===== src/rtl/weighted_rr_fifo_mux.sv =====
// N-client weighted round-robin aggregator: per-client input FIFOs drained by a
// credit-based WRR arbiter into a shared first-word-fall-through output FIFO.
module weighted_rr_fifo_mux #(
    parameter int CLIENTS      = 4,
    parameter int DATA_WIDTH   = 8,
    parameter int DEPTH        = 8,
    parameter int OUT_DEPTH    = 4,
    parameter int WEIGHT_WIDTH = 4
) (
    input  logic                                    i_clk,
    input  logic                                    i_rst_n,
    input  logic [CLIENTS-1:0]                      i_wr_valid,
    output logic [CLIENTS-1:0]                      o_wr_ready,
    input  logic [CLIENTS*DATA_WIDTH-1:0]           i_wr_data,
    input  logic [CLIENTS*WEIGHT_WIDTH-1:0]         i_weights,
    input  logic                                    i_block_arb,
    output logic                                    o_rd_valid,
    input  logic                                    i_rd_ready,
    output logic [DATA_WIDTH-1:0]                   o_rd_data,
    output logic [$clog2(CLIENTS)-1:0]              o_rd_id,
    output logic [CLIENTS*($clog2(DEPTH)+1)-1:0]    o_count
);
    localparam int AW  = $clog2(DEPTH);
    localparam int CW  = AW + 1;
    localparam int OAW = $clog2(OUT_DEPTH);
    localparam int OCW = OAW + 1;
    localparam int IDW = $clog2(CLIENTS);
    localparam int OW  = IDW + DATA_WIDTH;
    localparam logic [CW-1:0]  FULL_CNT     = CW'(DEPTH);
    localparam logic [OCW-1:0] OUT_FULL_CNT = OCW'(OUT_DEPTH);
    localparam logic [IDW-1:0] LAST_ID      = IDW'(CLIENTS - 1);
    localparam logic [IDW:0]   CLIENTS_EXT  = (IDW+1)'(CLIENTS);

    logic [DATA_WIDTH-1:0]   in_mem_r [CLIENTS][DEPTH];
    logic [AW-1:0]           in_wr_ptr_r [CLIENTS];
    logic [AW-1:0]           in_rd_ptr_r [CLIENTS];
    logic [CW-1:0]           count_r [CLIENTS];
    logic [CW-1:0]           count_nxt_s [CLIENTS];
    logic [WEIGHT_WIDTH-1:0] weight_s [CLIENTS];
    logic [CLIENTS-1:0]      wr_ready_r;
    logic [CLIENTS-1:0]      push_s;
    logic [CLIENTS-1:0]      pop_s;
    logic [CLIENTS-1:0]      eligible_s;

    logic [IDW-1:0]          ptr_r;
    logic [WEIGHT_WIDTH-1:0] credit_r;
    logic [IDW-1:0]          win_s;
    logic [IDW:0]            idx_s;
    logic                    found_s;
    logic                    grant_s;
    logic [WEIGHT_WIDTH-1:0] rem_s;
    logic [WEIGHT_WIDTH-1:0] credit_nxt_s;

    logic [OW-1:0]           out_mem_r [OUT_DEPTH];
    logic [OAW-1:0]          out_wr_ptr_r;
    logic [OAW-1:0]          out_rd_ptr_r;
    logic [OCW-1:0]          out_count_r;
    logic [OCW-1:0]          out_count_nxt_s;
    logic                    rd_valid_r;
    logic                    out_full_s;
    logic                    out_pop_s;

    // Weight unpacking and eligibility from registered occupancy
    always_comb begin
        for (int k = 0; k < CLIENTS; k++) begin
            weight_s[k]   = i_weights[k*WEIGHT_WIDTH +: WEIGHT_WIDTH];
            eligible_s[k] = (count_r[k] != '0) && (weight_s[k] != '0);
        end
    end

    // Rotating first-eligible search starting at the pointer
    always_comb begin
        win_s   = '0;
        found_s = 1'b0;
        idx_s   = '0;
        for (int i = 0; i < CLIENTS; i++) begin
            idx_s = {1'b0, ptr_r} + (IDW+1)'(i);
            if (idx_s >= CLIENTS_EXT) begin
                idx_s = idx_s - CLIENTS_EXT;
            end else begin
                idx_s = idx_s;
            end
            if (!found_s && eligible_s[idx_s[IDW-1:0]]) begin
                found_s = 1'b1;
                win_s   = idx_s[IDW-1:0];
            end else begin
                found_s = found_s;
            end
        end
    end

    // Grant qualification and the winner's remaining quantum
    always_comb begin
        out_full_s = (out_count_r == OUT_FULL_CNT);
        grant_s    = found_s && !i_block_arb && !out_full_s;
        if ((win_s == ptr_r) && (credit_r != '0)) begin
            rem_s = credit_r;
        end else begin
            rem_s = weight_s[win_s];
        end
        credit_nxt_s = rem_s - WEIGHT_WIDTH'(1'b1);
    end

    // Per-client push/pop qualifiers and next occupancy
    always_comb begin
        for (int k = 0; k < CLIENTS; k++) begin
            push_s[k] = i_wr_valid[k] && wr_ready_r[k];
            pop_s[k]  = grant_s && (win_s == IDW'(k));
            if (push_s[k] && !pop_s[k]) begin
                count_nxt_s[k] = count_r[k] + CW'(1'b1);
            end else if (pop_s[k] && !push_s[k]) begin
                count_nxt_s[k] = count_r[k] - CW'(1'b1);
            end else begin
                count_nxt_s[k] = count_r[k];
            end
        end
    end

    // Input FIFO pointers, occupancy and registered ready flags
    always_ff @(posedge i_clk or negedge i_rst_n) begin
        if (!i_rst_n) begin
            for (int k = 0; k < CLIENTS; k++) begin
                in_wr_ptr_r[k] <= '0;
                in_rd_ptr_r[k] <= '0;
                count_r[k]     <= '0;
                wr_ready_r[k]  <= 1'b1;
            end
        end else begin
            for (int k = 0; k < CLIENTS; k++) begin
                if (push_s[k]) begin
                    in_wr_ptr_r[k] <= in_wr_ptr_r[k] + AW'(1'b1);
                end
                if (pop_s[k]) begin
                    in_rd_ptr_r[k] <= in_rd_ptr_r[k] + AW'(1'b1);
                end
                count_r[k]    <= count_nxt_s[k];
                wr_ready_r[k] <= (count_nxt_s[k] != FULL_CNT);
            end
        end
    end

    // Input FIFO storage; stale contents are unreachable after reset
    always_ff @(posedge i_clk) begin
        for (int k = 0; k < CLIENTS; k++) begin
            if (push_s[k]) begin
                in_mem_r[k][in_wr_ptr_r[k]] <= i_wr_data[k*DATA_WIDTH +: DATA_WIDTH];
            end
        end
    end

    // Arbiter pointer and credit: keep the pointer while quantum remains
    always_ff @(posedge i_clk or negedge i_rst_n) begin
        if (!i_rst_n) begin
            ptr_r    <= '0;
            credit_r <= '0;
        end else if (grant_s) begin
            if (credit_nxt_s == '0) begin
                ptr_r    <= (win_s == LAST_ID) ? '0 : win_s + IDW'(1'b1);
                credit_r <= '0;
            end else begin
                ptr_r    <= win_s;
                credit_r <= credit_nxt_s;
            end
        end
    end

    // Output FIFO next occupancy
    always_comb begin
        out_pop_s = rd_valid_r && i_rd_ready;
        if (grant_s && !out_pop_s) begin
            out_count_nxt_s = out_count_r + OCW'(1'b1);
        end else if (out_pop_s && !grant_s) begin
            out_count_nxt_s = out_count_r - OCW'(1'b1);
        end else begin
            out_count_nxt_s = out_count_r;
        end
    end

    // Output FIFO pointers, occupancy and registered valid
    always_ff @(posedge i_clk or negedge i_rst_n) begin
        if (!i_rst_n) begin
            out_wr_ptr_r <= '0;
            out_rd_ptr_r <= '0;
            out_count_r  <= '0;
            rd_valid_r   <= 1'b0;
        end else begin
            if (grant_s) begin
                out_wr_ptr_r <= out_wr_ptr_r + OAW'(1'b1);
            end
            if (out_pop_s) begin
                out_rd_ptr_r <= out_rd_ptr_r + OAW'(1'b1);
            end
            out_count_r <= out_count_nxt_s;
            rd_valid_r  <= (out_count_nxt_s != '0);
        end
    end

    // Output storage is cleared so the head word reads zero out of reset
    always_ff @(posedge i_clk or negedge i_rst_n) begin
        if (!i_rst_n) begin
            for (int j = 0; j < OUT_DEPTH; j++) begin
                out_mem_r[j] <= '0;
            end
        end else if (grant_s) begin
            out_mem_r[out_wr_ptr_r] <= {win_s, in_mem_r[win_s][in_rd_ptr_r[win_s]]};
        end
    end

    // Occupancy bus packing
    always_comb begin
        for (int k = 0; k < CLIENTS; k++) begin
            o_count[k*CW +: CW] = count_r[k];
        end
    end

    assign o_wr_ready           = wr_ready_r;
    assign o_rd_valid           = rd_valid_r;
    assign {o_rd_id, o_rd_data} = out_mem_r[out_rd_ptr_r];

endmodule


===== config.mk =====
export PLATFORM = sky130hd
export DESIGN_NAME = weighted_rr_fifo_mux
export DESIGN_NICKNAME = d
export VERILOG_FILES = /design/src/rtl/weighted_rr_fifo_mux.sv
export SDC_FILE = /design/constraint.sdc
export NUM_CORES = 1
export LEC_CHECK = 0
export ABC_CLOCK_PERIOD_IN_PS = 6100
export CAP_MARGIN = 20
export CORE_MARGIN = 3
export CORE_UTILIZATION = 48
export DETAILED_ROUTE_END_ITERATION = 10
export PLACE_DENSITY = 0.65
export SLEW_MARGIN = 10
export SYNTH_ARGS = -nofsm -noshare
export SYNTH_HDL_FRONTEND = slang
export SYNTH_SLANG_ARGS = --single-unit

===== constraint.sdc =====
create_clock -name i_clk -period 6.1 [get_ports i_clk]
set_input_delay 0.915 -clock i_clk [delete_from_list [all_inputs] [get_ports i_clk]]
set_output_delay 0.915 -clock i_clk [all_outputs]
set_load 0.05 [all_outputs]

==> impl_metrics.py <==
metrics = {
    "floorplanning": {
        "num_rows": 66,
        "die_width_um": 188,
        "start_util": 0.489,
        "chipHeight_um": 188,
        "top_level_i_o_count": 87,
        "core-area_um2": 32700,
        "design.die.area_um2": 35500,
    },
    "grt": {
        "global_route.overflow_total": 0,
        "first_global_vias": 10400,
        "number_of_antenna_violations_at_the_first_check_in_global_routing": 0,
        "groute.usage.overall": 0.231,
        "grt_pass1_wl_mm": 63.1,
        "largest_net_degree_at_the_start_of_global_routing": 83,
    },
    "cells_and_area": {
        "fraction_of_layout_instances_using_a_drive_strength_above_1": 0.122,
        "area_growth_from_synthesis_to_final_layout_pct": 15.4,
        "fillCellCount": 2717,
        "finish.net_count": 1411,
        "n_antenna_cell": 0,
        "finalInstanceArea_um2": 18400,
    },
    "route": {
        "drc_errors": 0,
        "wire_length_per_cell_um": 22.9,
        "num_vias": 10600,
        "drt-total-wl_mm": 41.1,
        "via_per_inst": 5.88,
        "ant_nets": 0,
        "drtIter0Drc": 966,
        "drt_first_pass_iters": 6,
    },
    "cts": {
        "tritoncts": "built",
        "cts_root_buffer": "sky130_fd_sc_hd__clkbuf_16",
        "clk_latency_ns": 0.54,
        "clk_path_buf_depth": 3,
        "hold_buffer_count_at_cts": 0,
        "cts-resized-gates": 0,
        "clock_transition_at_path_regs_ns": 0.06,
        "cts.sink_count": 354,
        "deepest_level_of_the_cts_h_tree": 2,
        "post_cts_buffers": 0,
        "numCtsBuffers": 37,
    },
    "timing": {
        "min_period_over_period": 0.798,
        "timing.final.crit_period_ns": 4.87,
        "setup_repair_after_global_routing_missed_its_margin": "no",
        "tightest_slew_ns": 1.11,
        "fmax_ghz": 0.205,
        "setup-violations-final": 0,
        "fin_tns_setup_ns": 0,
        "worst_clock_skew_ns": 0.0280,
        "relSlewSlack": 0.259,
        "total_count_of_max_transition_violations_in_the_final_report": 0,
        "finalHoldViolCount": 0,
    },
    "setup_path": {
        "timing.critical_path.arrival_ns": 5.30,
        "cp_data_required_time_ns": 6.53,
        "regToRegEndpoint": "out_mem_r[3]",
        "reg2regPathDepth": 14,
        "timing.rr.start": "o_count[1]",
        "critical_path.endpoint_type": "flip-flop",
        "crit_path_start_kind": "input port",
        "regToRegSetupSlack_ns": 1.28,
        "worstSetupStartpoint": "i_weights[8]",
        "path_class": "input port to flip-flop",
        "critical_path_fanout_max": 82,
        "setup.worst_path.end": "out_mem_r[3]",
    },
    "yosys": {
        "syn_inst": 1240,
        "ys_dominant_reg_cell": "sky130_fd_sc_hd__edfxtp_1",
        "synthDistinctLibCells": 79,
        "synth-seq-cells": 354,
        "syn_nets": 1325,
        "ys_async_sr_fraction": 0.277,
        "synth_area_per_cell_um2": 12.9,
        "synth.yosys.warnings": 0,
        "synth_sequential_area_ratio": 0.635,
        "synthesis.area_um2": 16000,
        "synth_enable_flop_cells": 256,
    },
    "place": {
        "place.port_buffers": 86,
        "placed_cell_area_um2": 17300,
        "hpwl_mm": 28.8,
        "gp_congestion": 0.867,
    },
    "min_path": {
        "worstHoldPathType": "input port to async pin",
    },
    "run_status": {
        "outcome": "finished clean",
    },
    "job": {
        "drv.max_cap_violation_count": 0,
    },
}
how the worst min path moves through the flow:
stage	slack [ns]	to
floorplan	0.44	out_mem_r[18]
global placement	0.46	out_mem_r[30]
detailed placement	0.47	in_rd_ptr_r[8]
CTS	0.40	o_count[9]
global route	0.43	o_count[9]
finish	0.38	out_count_r[2]
cell type report:
class                           count  area (µm²)  area share
Multi-Input combinational cell    800        5480       0.297
Clock buffer                       53         996      0.0540
Inverter                           19        72.6     0.00394
Tap cell                          442         553      0.0300
Sequential cell                   354       10100       0.550
Timing Repair Buffer              114        1060      0.0574
Clock inverter                     14         138     0.00746
metal layers:
metal | GRT usage | share of wire
met1 | 0.335 | 0.45
met2 | 0.365 | 0.47
met4 | 0.0685 | 0.026
met5 | 0 | 0
met3 | 0.0333 | 0.061
kinds of logic after synthesis:
| family | count (synthesis) | synth area share |
|---|---|---|
| flops | 354 | 0.635 |
| compound gates | 261 | 0.108 |
| buf+inv | 86 | 0.0230 |
| mux | 97 | 0.0706 |
| fa+ha+maj | 31 | 0.0240 |
| xor+xnor | 37 | 0.0203 |
| simple gates | 374 | 0.119 |
cells in the mapped netlist, types with 8 or more instances:
master,number,area (µm²)
sky130_fd_sc_hd__o21ai_1,37,185
sky130_fd_sc_hd__nand2_1,144,541
sky130_fd_sc_hd__xnor2_1,32,280
sky130_fd_sc_hd__a22oi_1,9,67.6
sky130_fd_sc_hd__clkbuf_1,40,150
sky130_fd_sc_hd__o22ai_1,9,56.3
sky130_fd_sc_hd__inv_1,16,60.1
sky130_fd_sc_hd__o211ai_1,8,60.1
sky130_fd_sc_hd__a211oi_1,17,128
sky130_fd_sc_hd__nor2_1,36,135
sky130_fd_sc_hd__nor3_1,13,65.1
sky130_fd_sc_hd__nor2b_1,16,100
sky130_fd_sc_hd__nand3_1,103,515
sky130_fd_sc_hd__a31o_2,8,70.1
sky130_fd_sc_hd__dfrtp_1,94,2350
sky130_fd_sc_hd__a21oi_1,37,185
sky130_fd_sc_hd__nand2b_1,8,50.1
sky130_fd_sc_hd__mux2_2,21,236
sky130_fd_sc_hd__o21ai_0,64,320
sky130_fd_sc_hd__mux4_2,10,225
sky130_fd_sc_hd__a31oi_1,13,81.3
sky130_fd_sc_hd__buf_2,14,70.1
sky130_fd_sc_hd__edfxtp_1,256,7690
sky130_fd_sc_hd__a211o_1,10,87.6
sky130_fd_sc_hd__mux2i_1,64,641
sky130_fd_sc_hd__ha_1,29,363
critical path: stages:
cell                              delay [ns]
sky130_fd_sc_hd__clkdlybuf4s50_1        0.46
sky130_fd_sc_hd__nor4_4                 0.39
sky130_fd_sc_hd__nor3_1                 0.17
sky130_fd_sc_hd__a211o_4                0.48
sky130_fd_sc_hd__nor2_8                 0.14
sky130_fd_sc_hd__buf_4                  0.68
sky130_fd_sc_hd__mux2i_1                0.21
sky130_fd_sc_hd__mux2i_2                0.78
sky130_fd_sc_hd__buf_4                  0.32
sky130_fd_sc_hd__a21oi_1                0.09
sky130_fd_sc_hd__a22oi_1                0.24
sky130_fd_sc_hd__o2bb2ai_1              0.18
sky130_fd_sc_hd__o21ai_1                0.18
registers in the layout, indices dropped and copies added (netlist names):
name and cells:
in_rd_ptr_r 12, out_rd_ptr_r 2, credit_r 4, out_mem_r 40, o_rd_valid 1, in_wr_ptr_r 12, ptr_r 2, in_mem_r 256
out_count_r 3, out_wr_ptr_r 2, o_wr_ready 4, o_count 16
cell usage in the layout (no fill, tap or decap), types with 5 or more instances in the layout:
cell                              instances
sky130_fd_sc_hd__o22ai_1                  9
sky130_fd_sc_hd__mux2_2                  21
sky130_fd_sc_hd__a211o_1                 10
sky130_fd_sc_hd__o21ai_0                 64
sky130_fd_sc_hd__buf_4                   25
sky130_fd_sc_hd__nor4_1                   6
sky130_fd_sc_hd__a21oi_1                 37
sky130_fd_sc_hd__clkbuf_1                15
sky130_fd_sc_hd__o21ai_1                 37
sky130_fd_sc_hd__nand3_1                103
sky130_fd_sc_hd__ha_1                    29
sky130_fd_sc_hd__mux2i_1                 63
sky130_fd_sc_hd__xor2_1                   5
sky130_fd_sc_hd__nand4_1                  7
sky130_fd_sc_hd__and3_1                   5
sky130_fd_sc_hd__nor2b_1                 16
sky130_fd_sc_hd__a31o_2                   8
sky130_fd_sc_hd__a211oi_1                17
sky130_fd_sc_hd__nor3_1                  13
sky130_fd_sc_hd__xnor2_1                 32
sky130_fd_sc_hd__nor2_1                  36
sky130_fd_sc_hd__a31oi_1                 13
sky130_fd_sc_hd__a22oi_1                  9
sky130_fd_sc_hd__mux4_2                  10
sky130_fd_sc_hd__clkdlybuf4s50_1         85
sky130_fd_sc_hd__o31ai_1                  5
sky130_fd_sc_hd__or2_2                    6
sky130_fd_sc_hd__edfxtp_1               256
sky130_fd_sc_hd__nand2_1                144
sky130_fd_sc_hd__clkbuf_16               37
sky130_fd_sc_hd__inv_1                   16
sky130_fd_sc_hd__o2bb2ai_1                7
sky130_fd_sc_hd__nand2b_1                 8
sky130_fd_sc_hd__o211ai_1                 8
sky130_fd_sc_hd__dfrtp_1                 94
sky130_fd_sc_hd__clkinv_1                 6
metrics by stage:
step | utilization | hold slack [ns] | setup WS (ns) | cells
2_1_floorplan | - | 0.445 | 1.92 | 1240
3_3_place_gp | 0.529 | 0.456 | 0.936 | 1725
3_5_place_dp | 0.529 | 0.468 | 0.709 | 1726
4_1_cts | 0.563 | 0.401 | 1.26 | 1793
5_1_grt | 0.564 | 0.432 | 0.906 | 1796
6_report | 0.564 | 0.380 | 1.23 | 1796
Power is not shown: default switching activity piles up to over one toggle a cycle in this logic, so the estimate is an artifact.
